**config.mk**
```make
export PLATFORM = sky130hd
export DESIGN_NAME = ysyx_24080006_ifu_pfq
export DESIGN_NICKNAME = d
export VERILOG_FILES = /design/src/rtl/ysyx_24080006_ifu_pfq.sv
export SDC_FILE = /design/constraint.sdc
export NUM_CORES = 1
export LEC_CHECK = 0
export BUFFER_PORTS_ARGS = -buffer_cell sky130_fd_sc_hd__clkbuf_2
export CORE_ASPECT_RATIO = 1.75
export CORE_UTILIZATION = 61
export DETAILED_ROUTE_END_ITERATION = 8
export PLACE_DENSITY_LB_ADDON = 0.05
export REMOVE_ABC_BUFFERS = 1
export SETUP_SLACK_MARGIN = 0.4
export SYNTH_ARGS = -nofsm -noshare
export SYNTH_HDL_FRONTEND = slang
export SYNTH_SLANG_ARGS = --single-unit
```
**constraint.sdc**
```tcl
create_clock -name clock -period 12.3 [get_ports clock]
set_clock_uncertainty 0.1 [all_clocks]
set_input_delay 1.845 -clock clock [delete_from_list [all_inputs] [get_ports clock]]
set_output_delay 1.845 -clock clock [all_outputs]
set_load 0.05 [all_outputs]
```
**src/rtl/ysyx_24080006_ifu_pfq.sv**
```systemverilog
// Instruction fetch unit with a prefetch queue.
// Streams sequential word fetches with several requests in flight, buffers the
// returned words, and aligns 16/32-bit instructions at any halfword boundary.
// A redirect flushes the queue and marks in-flight responses as stale.
module ysyx_24080006_ifu_pfq #(
  parameter int          DEPTH           = 4,
  parameter int          MAX_OUTSTANDING = 2,
  parameter logic [31:0] RST_ADDR        = 32'h3000_0000,
  parameter bit          ENABLE_C        = 1'b1
) (
  input  logic        clock,
  input  logic        reset,
  input  logic        redirect_valid,
  input  logic [31:0] redirect_pc,
  output logic        mem_req_valid,
  input  logic        mem_req_ready,
  output logic [31:0] mem_req_addr,
  input  logic        mem_rsp_valid,
  input  logic [31:0] mem_rsp_data,
  input  logic        mem_rsp_err,
  output logic        out_valid,
  input  logic        out_ready,
  output logic [31:0] out_pc,
  output logic [31:0] out_inst,
  output logic        out_is_zc,
  output logic        out_err
);

  localparam int PTR_W = $clog2(DEPTH);
  localparam int CNT_W = PTR_W + 1;
  localparam int OUT_W = $clog2(MAX_OUTSTANDING + 1);
  localparam int SUM_W = ((CNT_W > OUT_W) ? CNT_W : OUT_W) + 1;

  typedef struct packed {
    logic        err;
    logic [31:0] data;
  } entry_t;

  entry_t           q_mem [DEPTH];
  logic [PTR_W-1:0] rd_ptr;
  logic [PTR_W-1:0] wr_ptr;
  logic [PTR_W-1:0] rd_next;
  logic [CNT_W-1:0] count;
  logic [OUT_W-1:0] outstanding;   // live requests whose words will be queued
  logic [OUT_W-1:0] drop_cnt;      // stale requests whose words will be discarded
  logic [31:0]      req_addr;
  logic [31:0]      pc;
  logic             hp;
  logic             halted;

  logic [SUM_W-1:0] occ_sum;
  logic [SUM_W-1:0] inflight;
  logic             req_fire;
  logic             rsp_stale;
  logic             q_push;
  entry_t           head;
  logic             has_h;
  logic             has_n;
  logic             lo_c;
  logic             hi_c;
  logic             pop_on_fire;
  logic             misalign;
  logic             out_fire;
  logic             do_pop;

  // Queue credit counts live requests; the memory limit counts every accepted
  // but unanswered request, stale ones included, so the port never sees more
  // than MAX_OUTSTANDING in flight even right after a redirect.
  assign occ_sum  = SUM_W'(count) + SUM_W'(outstanding);
  assign inflight = SUM_W'(outstanding) + SUM_W'(drop_cnt);

  assign mem_req_valid = !reset && !redirect_valid && !halted &&
                         (occ_sum < SUM_W'(DEPTH)) &&
                         (inflight < SUM_W'(MAX_OUTSTANDING));
  assign mem_req_addr  = req_addr;
  assign req_fire      = mem_req_valid && mem_req_ready;

  assign rsp_stale = mem_rsp_valid && (drop_cnt != '0);
  assign q_push    = mem_rsp_valid && (drop_cnt == '0) && !redirect_valid && !reset;

  assign rd_next = rd_ptr + PTR_W'(1);
  assign head    = q_mem[rd_ptr];
  assign has_h   = (count != '0);
  assign has_n   = (count > CNT_W'(1));
  assign lo_c    = ENABLE_C && (head.data[1:0] != 2'b11);
  assign hi_c    = ENABLE_C && (head.data[17:16] != 2'b11);

  assign out_pc   = pc;
  assign out_fire = out_valid && out_ready;
  assign do_pop   = out_fire && pop_on_fire;

  // Aligner: pick the instruction at the halfword pointer from the head word,
  // borrowing the low half of the next word when a 32-bit one straddles.
  // NOTE: every output gets a default first so no path leaves it unassigned and infers a latch.
  always_comb begin
    out_valid   = 1'b0;
    out_inst    = head.data;
    out_is_zc   = 1'b0;
    out_err     = head.err;
    pop_on_fire = 1'b0;
    misalign    = 1'b0;
    if (!hp) begin
      out_valid = has_h;
      if (lo_c) begin
        out_inst  = {16'b0, head.data[15:0]};
        out_is_zc = 1'b1;
      end else begin
        pop_on_fire = 1'b1;
      end
    end else if (!ENABLE_C) begin
      out_valid = has_h;
      out_err   = 1'b1;
      misalign  = 1'b1;
    end else if (hi_c) begin
      out_valid   = has_h;
      out_inst    = {16'b0, head.data[31:16]};
      out_is_zc   = 1'b1;
      pop_on_fire = 1'b1;
    end else begin
      out_valid   = has_n;
      out_inst    = {q_mem[rd_next].data[15:0], head.data[31:16]};
      out_err     = head.err | q_mem[rd_next].err;
      pop_on_fire = 1'b1;
    end
    if (reset || halted) out_valid = 1'b0;
  end

  // Queue storage: write the returned word at the tail.
  // NOTE: the storage array has no reset; occupancy is tracked by count, so stale contents are never observed.
  always_ff @(posedge clock) begin
    if (q_push) q_mem[wr_ptr] <= '{err: mem_rsp_err, data: mem_rsp_data};
  end

  // Control state: pointers, credits, fetch address, PC and halfword pointer.
  // NOTE: sequential state uses non-blocking assignments so every register samples pre-edge values.
  always_ff @(posedge clock) begin
    if (reset) begin
      rd_ptr      <= '0;
      wr_ptr      <= '0;
      count       <= '0;
      outstanding <= '0;
      drop_cnt    <= '0;
      req_addr    <= {RST_ADDR[31:2], 2'b00};
      pc          <= RST_ADDR;
      hp          <= RST_ADDR[1];
      halted      <= 1'b0;
    end else if (redirect_valid) begin
      // Everything in flight becomes stale; a response landing now is itself dropped.
      rd_ptr      <= '0;
      wr_ptr      <= '0;
      count       <= '0;
      outstanding <= '0;
      drop_cnt    <= outstanding + drop_cnt - OUT_W'(mem_rsp_valid);
      req_addr    <= {redirect_pc[31:2], 2'b00};
      pc          <= redirect_pc & ~32'd1;
      hp          <= redirect_pc[1];
      halted      <= 1'b0;
    end else begin
      if (req_fire) req_addr <= req_addr + 32'd4;
      outstanding <= outstanding + OUT_W'(req_fire) - OUT_W'(q_push);
      if (rsp_stale) drop_cnt <= drop_cnt - OUT_W'(1);
      if (q_push) wr_ptr <= wr_ptr + PTR_W'(1);
      if (do_pop) rd_ptr <= rd_next;
      count <= count + CNT_W'(q_push) - CNT_W'(do_pop);
      if (out_fire) begin
        pc <= pc + (out_is_zc ? 32'd2 : 32'd4);
        if (!hp) hp <= lo_c;
        else if (hi_c) hp <= 1'b0;
        if (misalign) halted <= 1'b1;
      end
    end
  end

endmodule
```
-- Word-level counts from Yosys, hierarchy flattened
Memory sizes are Yosys's and may differ from the RTL's. A register that Yosys moved wholly into a read port is not among the register bits.
Index checks and enable logic that the tools add are counted.
- register bits after elaboration: 76
- RAM bits: 132
- input bits: 71
- output and inout bits: 100
- memories: 1
- add/subtract/negate cells: 13
- $lt $le $gt $ge: 3
- equality and inequality tests: 2
- muxes and demuxes: 28
- bitwise gates (word level): 1
- reduce and logical (&&, ||, !) cells: 19
- memory list (name ; depth ; bits a word ; rd ports ; clocked after memory_dff ; write ports ; line ; source):
    q_mem ; 4 ; 33 ; 2 ; 1 ; 1 ; 39 ; entry_t q_mem [DEPTH];
- operators with widths (kind ; count):
    32-bit 2-to-1 mux ; 7
    32-bit by 3-bit adder with 32-bit output ; 1
    32-bit by 3-bit adder with 32-bit output (second input constant) ; 1
    1-bit 2-to-1 mux ; 16
    1-bit logical AND ; 10
    2-bit 2-to-1 mux ; 4
    2-bit nonzero test ; 4
    2-bit by 1-bit adder with 2-bit output (second input constant) ; 2
    3-bit by 2-bit adder with 4-bit output ; 1
    4-bit by 3-bit less-than comparator with 1-bit output (second input constant) ; 1
    2-bit inequality test (second input constant) ; 2
    2-bit by 1-bit subtractor with 2-bit output ; 2
    2-bit by 2-bit adder with 3-bit output ; 1
    3-bit by 1-bit adder with 3-bit output ; 1
    3-bit by 1-bit greater-than comparator with 1-bit output (second input constant) ; 1
    3-bit by 2-bit less-than comparator with 1-bit output (second input constant) ; 1
    3-bit 2-to-1 mux ; 1
    3-bit nonzero test ; 1
    3-bit by 1-bit subtractor with 3-bit output ; 1
    2-bit by 1-bit adder with 2-bit output ; 1
    2-bit adder ; 1
    1-bit logical NOT ; 2
    2-bit logical NOT ; 1
    2-bit OR reduction ; 1
    2 further kinds ; 2

-- Longest topological paths before layout
- word-level depth: 8
- mapped depth: 16

-- Worst setup path before layout
No wires, ideal clock.
- path kind: register to register
- start point: reg (tool-made name)
- end point: reg pc[31], in the netlist out_pc[31]
- setup time: 0.112 ns
- arrival time: 4.754 ns
- path slack: 7.334 ns
- cell stages (with the launch flop): 16
- buffers on the path: 3
- cells stage by stage: dfxtp_1 > buf_6 > mux4_2 > nor2b_1 > and2_1 > clkbuf_1 > clkbuf_1 > nor2_1 > ha_1 > inv_1 > fa_1 > and3b_1 > nand4_1 > or4_1 > or3_1 > a2111oi_1
- RTL lines (element ; line ; source):
    to (signal assigned) ; 155 ; pc <= redirect_pc & ~32'd1;
    to (signal assigned) ; 166 ; pc <= pc + (out_is_zc ? 32'd2 : 32'd4);
    to (decl) ; 47 ; logic [31:0] pc;

==> impl_metrics.csv <==
group,metric,value,unit
global_route,met3_usage,4.92,%
worst_setup_path,ff2ff_path_depth,13,
cts,cts_resized,0,
cts,cts_tree,"yes",
floorplanning,die_h,172,um
global_route,grtUsageMet2,54.9,%
cts,cts_hold_buf,0,
sta,period_share,45.0,%
worst_setup_path,end_kind,"flop",
logic_synthesis,synth_cells,806,
worst_setup_path,arrival,5790,ps
sta,fmax,181,MHz
pwr,power,1.63,mW
routing,postRouteWirelength,24200,um
worst_hold_path,worstHoldStart,"mem_req_addr[7]",
logic_synthesis,synth_top_area_cell,"edfxtp_1",
routing,route.vias.total,7342,
global_route,grt_pass1_vias,7441,
logic_synthesis,async_reset_ff_share,0,%
routing,wire_per_inst,20.9,um
cts,numCtsBuffers,20,
final_layout,num-nets-final,1048,
status,status,"finished clean",
logic_synthesis,synth_cell_types,60,
logic_synthesis,synth-main-ff-cell,"edfxtp_1",
floorplanning,fp-row-count,61,
floorplanning,die-area,0.0170,mm2
pwr,leakagePower,4.20,nW
global_route,use_met1,31.4,%
sta,worstMarginPinSlew,1050,ps
placement,dp_hpwl,16700,um
sta,slew_viol_final,0,
logic_synthesis,netlist_area,0.0100,mm2
cts,clk_pin_slew_worst_paths,70,ps
final_layout,n_fill_cell,1080,
cts,insertion_delay,500,ps
logic_synthesis,synth_area_per_cell,12.4,um2
cts,clock_path_buffers,3,
sta,setup_viol,0,
routing,drt_iter0_drc,408,
global_route,grt_most_used_layer,"met2",
routing,vias_per_cell,6.34,
global_route,gr-usage-all-layers,29.0,%
floorplanning,initial_utilization,62.8,%
logic_synthesis,yosys_register_bits,207,
global_route,grt_pass1_wl,37800,um
floorplanning,pin_count,171,
routing,drc,0,
floorplanning,core,0.0160,mm2
placement,port_buffers,166,
worst_hold_path,hold_path_class,"reg -> reg",
logic_synthesis,synth_edf_count,132,
sta,hold_viol,0,
floorplanning,die_x,98.9,um
logic_synthesis,yosys_warnings,0,
logic_synthesis,synth-seq-area-share,54.5,%
sta,fin_crit,5530,ps
final_layout,areaGrowthSynthToFinish,16.4,%
logic_synthesis,synth_top_area_share,39.6,%
global_route,antenna_found_initial,0,
pwr,p_per_area,140,mW/mm2
routing,first_pass_iters,5,
sta,relSlewSlack,29.9,%
worst_setup_path,cp_max_fo,36,
worst_setup_path,worstSetupPathType,"reg -> reg",
sta,rsz0062_at_grt,"no",
cts,cts-htree-levels,1,
sta,fin_tns_setup,0,ps
worst_setup_path,required,12560,ps
global_route,grt_max_degree,65,
cts,cts-root-buf,"clkbuf_16",
pwr,ir_drop,0.000160,V
worst_setup_path,startpoint_type,"flop",
logic_synthesis,synthTopCellsByArea,"edfxtp_1, dfxtp_1, mux4_2",
placement,gp_congestion,0.861,
cts,cts_setup_buffers,0,
worst_hold_path,whs_path_depth,2,
routing,ant_nets,0,
global_route,grt_overflow_total,0,
run,cap_violations,0,
cts,cts.sinks,207,
final_layout,drive_gt1_share,30.5,%
final_layout,antennaDiodeCount,0,
-- layout make-up --
cell class,instances,area (um2),share of cell area [%]
inverters,35,131,1.13
clock buffers,23,533,4.57
well taps,189,236,2.03
multi-input cells,517,4230,36.3
flip-flops and latches,207,5470,46.9
repair buffers,175,898,7.70
clock inverters,12,168,1.44
-- cells in the mapped netlist (11+ instances only) --
master	n
a21oi_1	51
o21ai_0	18
ha_1	18
nor2_1	59
mux2_2	25
clkbuf_1	33
and2_1	11
dfxtp_1	75
edfxtp_1	132
xnor2_1	30
a211oi_1	29
nand3_1	21
nand4_1	16
inv_1	32
mux4_2	49
nand2_1	54
a22o_1	14
-- state kept, by name, summed over array words and instances, names as in the netlist, named ones only --
name	count
out_pc	31
mem_req_addr	30
count	3
drop_cnt	2
outstanding	2
rd_ptr	2
hp	1
q_mem	132
wr_ptr	2
-- power breakdown --
| part | internal [mW] | total [mW] | switching (mW) |
|---|---|---|---|
| Combinational | 0.0558 | 0.191 | 0.136 |
| Clock | 0.396 | 0.656 | 0.260 |
| Sequential | 0.759 | 0.782 | 0.0228 |
-- per-stage QoR --
step	hold slack, ps	util, %	cells	cell area [um2]	setup WS [ps]
after floorplan	369	-	759	9820	6490
after global placement	367	68.7	1123	11000	6990
after detailed placement	399	68.7	1123	11000	6740
after CTS	409	73.1	1158	11700	6710
after global routing	432	73.1	1158	11700	6430
final	423	73.1	1158	11700	6770
-- routing by layer --
layer / vias to the layer above / share of wire (%)
met4: 0 / 3.7
li1: 3393 / -
met2: 302 / 54
met1: 3590 / 35
met5: - / 0
met3: 57 / 6.7
-- kinds of logic (layout without fill, tap and decap cells) --
family                     after synthesis  after routing  share of synthesized area [%]
and+or+nand+nor                        220            220                           11.1
DFF                                    207            207                           54.5
AOI/OAI and AO/OA                      163            163                           11.1
buffers and inverters                   84            245                           3.41
muxes                                   76             76                           14.0
xor gates and xnor gates                34             34                           2.97
adders and majority gates               21             21                           2.85
other                                    1              3                         0.0374
-- critical path: stages, from the launching register on --
cell and delay (ps):
dfxtp_2 320, buf_4 500, mux4_2 590, nor2b_1 150, and2_1 490, nor2_1 460, ha_1 260, inv_1 60
fa_1 390, and3b_1 300, nand4_1 370, or4_1 640, or3_1 380, a2111oi_1 390
-- layout by cell type, fill, tap and decap left out, types with 25 or more instances in the layout --
cell type | Yosys | final
mux4_2 | 49 | 49
inv_1 | 32 | 32
a211oi_1 | 29 | 29
dfxtp_1 | 75 | 73
clkbuf_2 | 0 | 166
edfxtp_1 | 132 | 132
mux2_2 | 25 | 25
a21oi_1 | 51 | 51
nand2_1 | 54 | 54
nor2_1 | 59 | 58
xnor2_1 | 30 | 30
-- worst paths after layout --
kind / to / slack (ps)
max: out_pc[31] / 6770
min reg2reg: mem_req_addr[7] / 420
min: mem_req_addr[7] / 420
max reg2reg: out_pc[31] / 6770
Note: power is estimated with default switching activity, not from simulation.
